===== src/rtl/agc_mem_arbiter_if.sv =====
// Bus bundle between the CPU sequencer, the counter-increment unit, the shared
// memory port and the arbiter; the arbiter takes the slave view.
interface agc_mem_arbiter_if;
  logic        cpu_req;
  logic        cpu_we;
  logic [11:0] cpu_addr;
  logic [14:0] cpu_wdata;
  logic        cpu_done;
  logic [14:0] cpu_rdata;
  logic        cnt_req;
  logic        cnt_op;
  logic [11:0] cnt_addr;
  logic        cnt_done;
  logic        cnt_ovf;
  logic        mem_we;
  logic [11:0] mem_addr;
  logic [14:0] mem_wdata;
  logic [14:0] mem_rdata;
  logic        arb_busy;

  modport slave (
    input  cpu_req, cpu_we, cpu_addr, cpu_wdata,
    input  cnt_req, cnt_op, cnt_addr,
    input  mem_rdata,
    output cpu_done, cpu_rdata, cnt_done, cnt_ovf,
    output mem_we, mem_addr, mem_wdata, arb_busy
  );

  modport master (
    output cpu_req, cpu_we, cpu_addr, cpu_wdata,
    output cnt_req, cnt_op, cnt_addr,
    output mem_rdata,
    input  cpu_done, cpu_rdata, cnt_done, cnt_ovf,
    input  mem_we, mem_addr, mem_wdata, arb_busy
  );
endinterface


===== src/rtl/agc_mem_arbiter.sv =====
// Shares one memory port between the CPU sequencer and the counter-cell
// increment unit, capping counter bursts while the CPU is kept waiting.
module agc_mem_arbiter #(
  parameter int CNT_BURST_MAX = 3
) (
  input logic              clk,
  input logic              reset,
  agc_mem_arbiter_if.slave bus
);
  localparam int BW = (CNT_BURST_MAX < 1) ? 1 : $clog2(CNT_BURST_MAX + 1);
  localparam logic [BW-1:0] BURST_MAX = BW'(CNT_BURST_MAX);

  localparam logic [1:0] ST_IDLE    = 2'd0;
  localparam logic [1:0] ST_CPU_ACC = 2'd1;
  localparam logic [1:0] ST_CNT_RD  = 2'd2;
  localparam logic [1:0] ST_CNT_WR  = 2'd3;

  logic [1:0]    state_q, state_d;
  logic [BW-1:0] burst_cnt_q, burst_cnt_d;
  logic [14:0]   hold_q, hold_d;
  logic [14:0]   cpu_rdata_q, cpu_rdata_d;
  logic [15:0]   cnt_res;
  logic          cnt_wins;

  // Ones-complement counter step: {overflow, new value}; +/-0 both step away from zero.
  function automatic logic [15:0] cnt_update(input logic [14:0] h, input logic op);
    logic [15:0] r;
    r = {1'b0, h};
    if (op == 1'b0) begin
      if (h == 15'h3FFF) begin
        r = {1'b1, 15'h0000};
      end else if (h == 15'h7FFF) begin
        r = {1'b0, 15'h0001};
      end else begin
        r = {1'b0, h + 15'h0001};
      end
    end else begin
      if (h == 15'h4000) begin
        r = {1'b1, 15'h7FFF};
      end else if (h == 15'h0000) begin
        r = {1'b0, 15'h7FFE};
      end else begin
        r = {1'b0, h - 15'h0001};
      end
    end
    return r;
  endfunction

  assign cnt_res  = cnt_update(hold_q, bus.cnt_op);
  assign cnt_wins = bus.cnt_req && (!bus.cpu_req || (burst_cnt_q < BURST_MAX));

  // Next-state, burst accounting and data capture.
  always_comb begin
    state_d     = state_q;
    burst_cnt_d = burst_cnt_q;
    hold_d      = hold_q;
    cpu_rdata_d = cpu_rdata_q;
    case (state_q)
      ST_IDLE: begin
        if (cnt_wins) begin
          state_d = ST_CNT_RD;
          if (!bus.cpu_req) begin
            burst_cnt_d = '0;
          end else if (burst_cnt_q != BURST_MAX) begin
            burst_cnt_d = burst_cnt_q + BW'(1);
          end else begin
            burst_cnt_d = burst_cnt_q;
          end
        end else if (bus.cpu_req) begin
          state_d     = ST_CPU_ACC;
          burst_cnt_d = '0;
        end else begin
          burst_cnt_d = '0;
        end
      end
      ST_CPU_ACC: begin
        state_d = ST_IDLE;
        if (!bus.cpu_we) begin
          cpu_rdata_d = bus.mem_rdata;
        end else begin
          cpu_rdata_d = cpu_rdata_q;
        end
      end
      ST_CNT_RD: begin
        hold_d  = bus.mem_rdata;
        state_d = ST_CNT_WR;
      end
      ST_CNT_WR: begin
        state_d = ST_IDLE;
      end
      default: begin
        state_d = ST_IDLE;
      end
    endcase
  end

  // State registers; reset aborts any transaction in flight.
  always_ff @(posedge clk or posedge reset) begin
    if (reset) begin
      state_q     <= ST_IDLE;
      burst_cnt_q <= '0;
      hold_q      <= 15'h0000;
      cpu_rdata_q <= 15'h0000;
    end else begin
      state_q     <= state_d;
      burst_cnt_q <= burst_cnt_d;
      hold_q      <= hold_d;
      cpu_rdata_q <= cpu_rdata_d;
    end
  end

  // Memory port and done strobes decoded from the current state only.
  always_comb begin
    bus.mem_we    = 1'b0;
    bus.mem_addr  = 12'h000;
    bus.mem_wdata = 15'h0000;
    bus.cpu_done  = 1'b0;
    bus.cnt_done  = 1'b0;
    bus.cnt_ovf   = 1'b0;
    case (state_q)
      ST_CPU_ACC: begin
        bus.mem_addr  = bus.cpu_addr;
        bus.mem_we    = bus.cpu_we;
        bus.mem_wdata = bus.cpu_wdata;
        bus.cpu_done  = 1'b1;
      end
      ST_CNT_RD: begin
        bus.mem_addr = bus.cnt_addr;
      end
      ST_CNT_WR: begin
        bus.mem_addr  = bus.cnt_addr;
        bus.mem_we    = 1'b1;
        bus.mem_wdata = cnt_res[14:0];
        bus.cnt_done  = 1'b1;
        bus.cnt_ovf   = cnt_res[15];
      end
      default: begin
        bus.mem_we = 1'b0;
      end
    endcase
  end

  assign bus.cpu_rdata = cpu_rdata_q;
  assign bus.arb_busy  = (state_q != ST_IDLE);

endmodule


===== src/flat_wrapper.sv =====
// flat-port wrapper written by rule: the top's interface ports become plain ports
module agc_mem_arbiter_flat 
#(
  parameter int CNT_BURST_MAX = 3
)
  (clk, reset, bus_cpu_req, bus_cpu_we, bus_cpu_addr, bus_cpu_wdata, bus_cnt_req, bus_cnt_op, bus_cnt_addr, bus_mem_rdata, bus_cpu_done, bus_cpu_rdata, bus_cnt_done, bus_cnt_ovf, bus_mem_we, bus_mem_addr, bus_mem_wdata, bus_arb_busy);
  agc_mem_arbiter_if bus_i ();
  input logic clk;
  input logic reset;
  input wire logic [$bits(bus_i.cpu_req)-1:0] bus_cpu_req;
  input wire logic [$bits(bus_i.cpu_we)-1:0] bus_cpu_we;
  input wire logic [$bits(bus_i.cpu_addr)-1:0] bus_cpu_addr;
  input wire logic [$bits(bus_i.cpu_wdata)-1:0] bus_cpu_wdata;
  input wire logic [$bits(bus_i.cnt_req)-1:0] bus_cnt_req;
  input wire logic [$bits(bus_i.cnt_op)-1:0] bus_cnt_op;
  input wire logic [$bits(bus_i.cnt_addr)-1:0] bus_cnt_addr;
  input wire logic [$bits(bus_i.mem_rdata)-1:0] bus_mem_rdata;
  output wire logic [$bits(bus_i.cpu_done)-1:0] bus_cpu_done;
  output wire logic [$bits(bus_i.cpu_rdata)-1:0] bus_cpu_rdata;
  output wire logic [$bits(bus_i.cnt_done)-1:0] bus_cnt_done;
  output wire logic [$bits(bus_i.cnt_ovf)-1:0] bus_cnt_ovf;
  output wire logic [$bits(bus_i.mem_we)-1:0] bus_mem_we;
  output wire logic [$bits(bus_i.mem_addr)-1:0] bus_mem_addr;
  output wire logic [$bits(bus_i.mem_wdata)-1:0] bus_mem_wdata;
  output wire logic [$bits(bus_i.arb_busy)-1:0] bus_arb_busy;
  assign bus_i.cpu_req = bus_cpu_req;
  assign bus_i.cpu_we = bus_cpu_we;
  assign bus_i.cpu_addr = bus_cpu_addr;
  assign bus_i.cpu_wdata = bus_cpu_wdata;
  assign bus_i.cnt_req = bus_cnt_req;
  assign bus_i.cnt_op = bus_cnt_op;
  assign bus_i.cnt_addr = bus_cnt_addr;
  assign bus_i.mem_rdata = bus_mem_rdata;
  assign bus_cpu_done = bus_i.cpu_done;
  assign bus_cpu_rdata = bus_i.cpu_rdata;
  assign bus_cnt_done = bus_i.cnt_done;
  assign bus_cnt_ovf = bus_i.cnt_ovf;
  assign bus_mem_we = bus_i.mem_we;
  assign bus_mem_addr = bus_i.mem_addr;
  assign bus_mem_wdata = bus_i.mem_wdata;
  assign bus_arb_busy = bus_i.arb_busy;
  agc_mem_arbiter #(.CNT_BURST_MAX(CNT_BURST_MAX)) u_core (.clk(clk), .reset(reset), .bus(bus_i));
endmodule

===== config.mk =====
export PLATFORM = sky130hd
export DESIGN_NAME = agc_mem_arbiter_flat
export DESIGN_NICKNAME = d
export VERILOG_FILES = /design/src/rtl/agc_mem_arbiter_if.sv /design/src/rtl/agc_mem_arbiter.sv /design/src/flat_wrapper.sv
export SDC_FILE = /design/constraint.sdc
export NUM_CORES = 1
export LEC_CHECK = 0
export ABC_AREA = 1
export ABC_CLOCK_PERIOD_IN_PS = 1700
export CORE_MARGIN = 4
export CORE_UTILIZATION = 39
export CTS_CLUSTER_SIZE = 30
export DETAILED_ROUTE_END_ITERATION = 8
export PLACE_DENSITY = 0.75
export SLEW_MARGIN = 0
export SYNTH_ARGS = -nofsm -noshare
export SYNTH_HDL_FRONTEND = slang
export SYNTH_SLANG_ARGS = --single-unit
export TNS_END_PERCENT = 10

===== constraint.sdc =====
create_clock -name clk -period 1.7 [get_ports clk]
set_input_delay 0.34 -clock clk [delete_from_list [all_inputs] [get_ports clk]]
set_output_delay 0.34 -clock clk [all_outputs]
set_load 0.005 [all_outputs]

==> flow_metrics.py, run 1 <==
metrics = {
    "worst_hold_path": {
        "hold_class": "input port to async pin",
    },
    "worst_setup_path": {
        "cp.required_ps": 1360,
        "crit_start": "u_core.hold_q[1]",
        "cp-start-kind": "register",
        "reg2reg_from": "u_core.state_q[1]",
        "worstPathMaxFanout": 5,
        "crit_path_end_kind": "output pin",
        "crit_arrival_ps": 1940,
        "critPathKind": "register to output pin",
    },
    "sta": {
        "setup_tns_ps": -8758,
        "worst_pin_slew_ps": 501.6,
        "slew_headroom": 0.6652,
        "report.final.hold_viol_count": 0,
        "setup_violations": 25,
        "min_period_over_period": 1.340,
        "fmax_mhz": 439.1,
        "whs_ps": 443.0,
        "fin_skew_ps": 2.658,
        "setup_slack_ps": -577.5,
        "finalMaxSlewViolations": 0,
        "period_minus_slack_ps": 2277,
        "grt_setup_unrepaired": "true",
    },
    "grt": {
        "track_usage": 0.2151,
        "antenna_found_initial": 0,
        "grt_pass1_vias": 3044,
        "grt_pass1_wl_mm": 13.68,
        "grt.overflow.total": 0,
        "grt_max_degree": 35,
    },
    "clock_network": {
        "cts.sinks": 34,
        "cts_root_buf": "clkbuf_8",
        "cts_tree": "built",
        "cts_buffers": 5,
        "clk_pin_slew_ps": 60,
        "clock_latency_ps": 280,
        "clk_path_buf_depth": 2,
        "htree_num_levels": 2,
    },
    "yosys": {
        "synth_top_area_cell": "dfrtp_1",
        "synth_top_area_frac": 0.3317,
        "syn_nets": 457,
        "syn_inst": 393,
        "ys_seq_area_frac": 0.3317,
        "yosysUniqueCellTypes": 26,
        "synth.cell_area_um2": 2565,
        "synth_area_leaders": "dfrtp_1 (33%), nand2_1 (20%), nand3_1 (9.0%)",
        "avgSynthCellArea_um2": 6.527,
        "synth_warnings": 0,
        "ys_ff_latch": 34,
    },
    "placement": {
        "gp_congestion": 0.9139,
        "portBuffers": 106,
        "dp_cells": 623,
        "detailed_place_hpwl_mm": 6.449,
    },
    "pwr": {
        "finalPower_uw": 7275,
        "power.density_nw_per_um2": 1557,
        "p_leak_uw": 0.002365,
        "irDropWorstVdd_mv": 1.002,
    },
    "final_layout": {
        "layout.cells.non_filler": 657,
        "nets": 643,
        "antenna_cells": 0,
        "layout-drive-gt1-share": 0.3276,
        "syn_to_final_growth_pct": 82.20,
    },
    "routing": {
        "via_count": 3206,
        "drt-total-wl_mm": 8.914,
        "drtIter0Drc": 183,
        "routedWlPerCell_um": 13.57,
        "ant_nets": 0,
        "drc": 0,
        "vias_per_cell": 4.880,
        "dr.pass1.iters": 4,
    },
    "die": {
        "dieArea_um2": 7938,
        "std_cell_rows": 29,
        "die_w_um": 89.10,
        "coreArea_um2": 6350,
        "die_y_um": 89.10,
        "start_util": 0.4039,
        "ioPinCount": 107,
    },
    "outcome": {
        "outcome": "finished, violations left",
        "violations": "negative setup slack",
    },
    "flow_run": {
        "cap_viol_max_count": 0,
    },
}
==> routing by layer <==
layer	GRT usage	part of all wire	vias to the layer above
met2	0.3443	0.49	101
met5	0	0	-
met1	0.2970	0.44	1453
met4	0.06901	0.018	0
met3	0.03502	0.058	13
li1	-	-	1639
==> registers in the layout, summed over array words and instances (netlist names) <==
register,cells
u_core.burst_cnt_q,2
u_core.hold_q,15
u_core.state_q,2
u_core.bus.cpu_rdata,15
==> power by group <==
| part | total (uW) | switching, uW | internal (uW) |
|---|---|---|---|
| registers | 1600 | 388 | 1210 |
| logic | 5090 | 2470 | 2620 |
| clock network | 590 | 264 | 326 |
==> cell type report <==
type / instances / area, um^2
well taps: 77 / 96.34
multi-input cells: 295 / 1680
fillers: 487 / 1677
clock buffers: 7 / 86.33
flip-flops and latches: 34 / 859.6
clock inverters: 1 / 5.005
repair buffers: 196 / 1752
inverters: 47 / 193.9
==> through the flow <==
step | util | worst slack (ps) | cell area [um^2]
after floorplan | - | 15.32 | 2567
after global placement | 0.6520 | -596.1 | 4140
after detailed placement | 0.6520 | -643.5 | 4140
after CTS | 0.7052 | -602.6 | 4478
after global routing | 0.7360 | -684.1 | 4673
final | 0.7360 | -577.5 | 4673
==> synth_stat cells <==
library cell,instances
nor2_1,24
dfrtp_1,34
nand2_2,1
clkbuf_1,10
nand3_1,46
buf_4,3
inv_2,2
buf_2,3
o22ai_1,1
clkinv_1,3
nor2_4,3
o21ai_1,3
nand3_2,4
nor3_1,1
buf_6,2
nor2_2,6
xor2_1,5
a21oi_1,1
ha_1,4
nand4_1,6
inv_1,42
xnor2_1,1
nand4_4,1
o21ai_0,38
nand2_1,137
a22o_1,12
==> cells by family (layout without fill, tap and decap cells) <==
| group | count (synthesis) | count (layout) | synth area share |
|---|---|---|---|
| AO/OA/AOI/OAI | 55 | 55 | 0.1254 |
| XOR/XNOR | 6 | 6 | 0.02049 |
| adder cells (fa/ha/maj) | 4 | 4 | 0.01951 |
| buffers and inverters | 65 | 251 | 0.1068 |
| flip-flops | 34 | 34 | 0.3317 |
| AND/OR/NAND/NOR | 229 | 230 | 0.3961 |
==> worst max-delay path, cell delays in order, from the launching register on <==
cell and delay, ps:
dfrtp_2 440, inv_4 60, ha_4 160, nand2_2 70
nor2_2 40, nand2_1 80, nand2_2 80, nor2_4 170
buf_12 150, buf_12 100, nand3_2 60, nand3_2 80
nand2_1 40, buf_2 110
==> worst paths after layout <==
path / to / slack (ps) / cells after the start
worst max-delay path: bus_mem_wdata[12] / -580 / 13
worst max register to register: u_core.bus.cpu_rdata[13] / 340 / 8
min in group clk: u_core.bus.cpu_rdata[12] / 490 / 2
max in group asynchronous: u_core.hold_q[1] / 930 / 3
worst min-delay path: u_core.bus.cpu_rdata[12] / 440 / 3
worst min register to register: u_core.bus.cpu_rdata[12] / 490 / 2
==> cells in the final DEF, fill, tap and decap left out, types with 3 or more instances in the layout <==
master and instances:
a22o_1 12, buf_12 5, buf_2 13, buf_4 74
buf_6 10, clkbuf_2 9, clkbuf_8 6, clkdlybuf4s15_1 3
clkdlybuf4s15_2 3, clkdlybuf4s50_1 75, dfrtp_1 27, dfrtp_2 7
inv_1 39, inv_4 3, nand2_1 129, nand2_2 7
nand3_1 29, nand3_2 19, nand4_1 6, nor2_1 15
nor2_2 8, nor2_4 10, o21ai_0 36, o21ai_1 4
xor2_1 5
==> repair_timing <==
item	CTS	global route
hold endpoints to repair	0	0
cloned	1	1
hold buffers	0	0
gates resized for setup	121	58
setup buffers	16	8
pin swaps	29	30
endpoints found under the setup margin	32	32
(Power assumes the default switching activity.)
==> inputs of run 2 (changes only) <==
--- a/config.mk
+++ b/config.mk
@@ -9,6 +9,7 @@
 export ABC_CLOCK_PERIOD_IN_PS = 1700
 export CORE_MARGIN = 4
 export CORE_UTILIZATION = 39
+export CTS_CLUSTER_DIAMETER = 60
 export CTS_CLUSTER_SIZE = 30
 export DETAILED_ROUTE_END_ITERATION = 8
 export PLACE_DENSITY = 0.75
==> results of run 2 <==
Same layout as run 1: the final DEF is identical, and so are final timing and power.
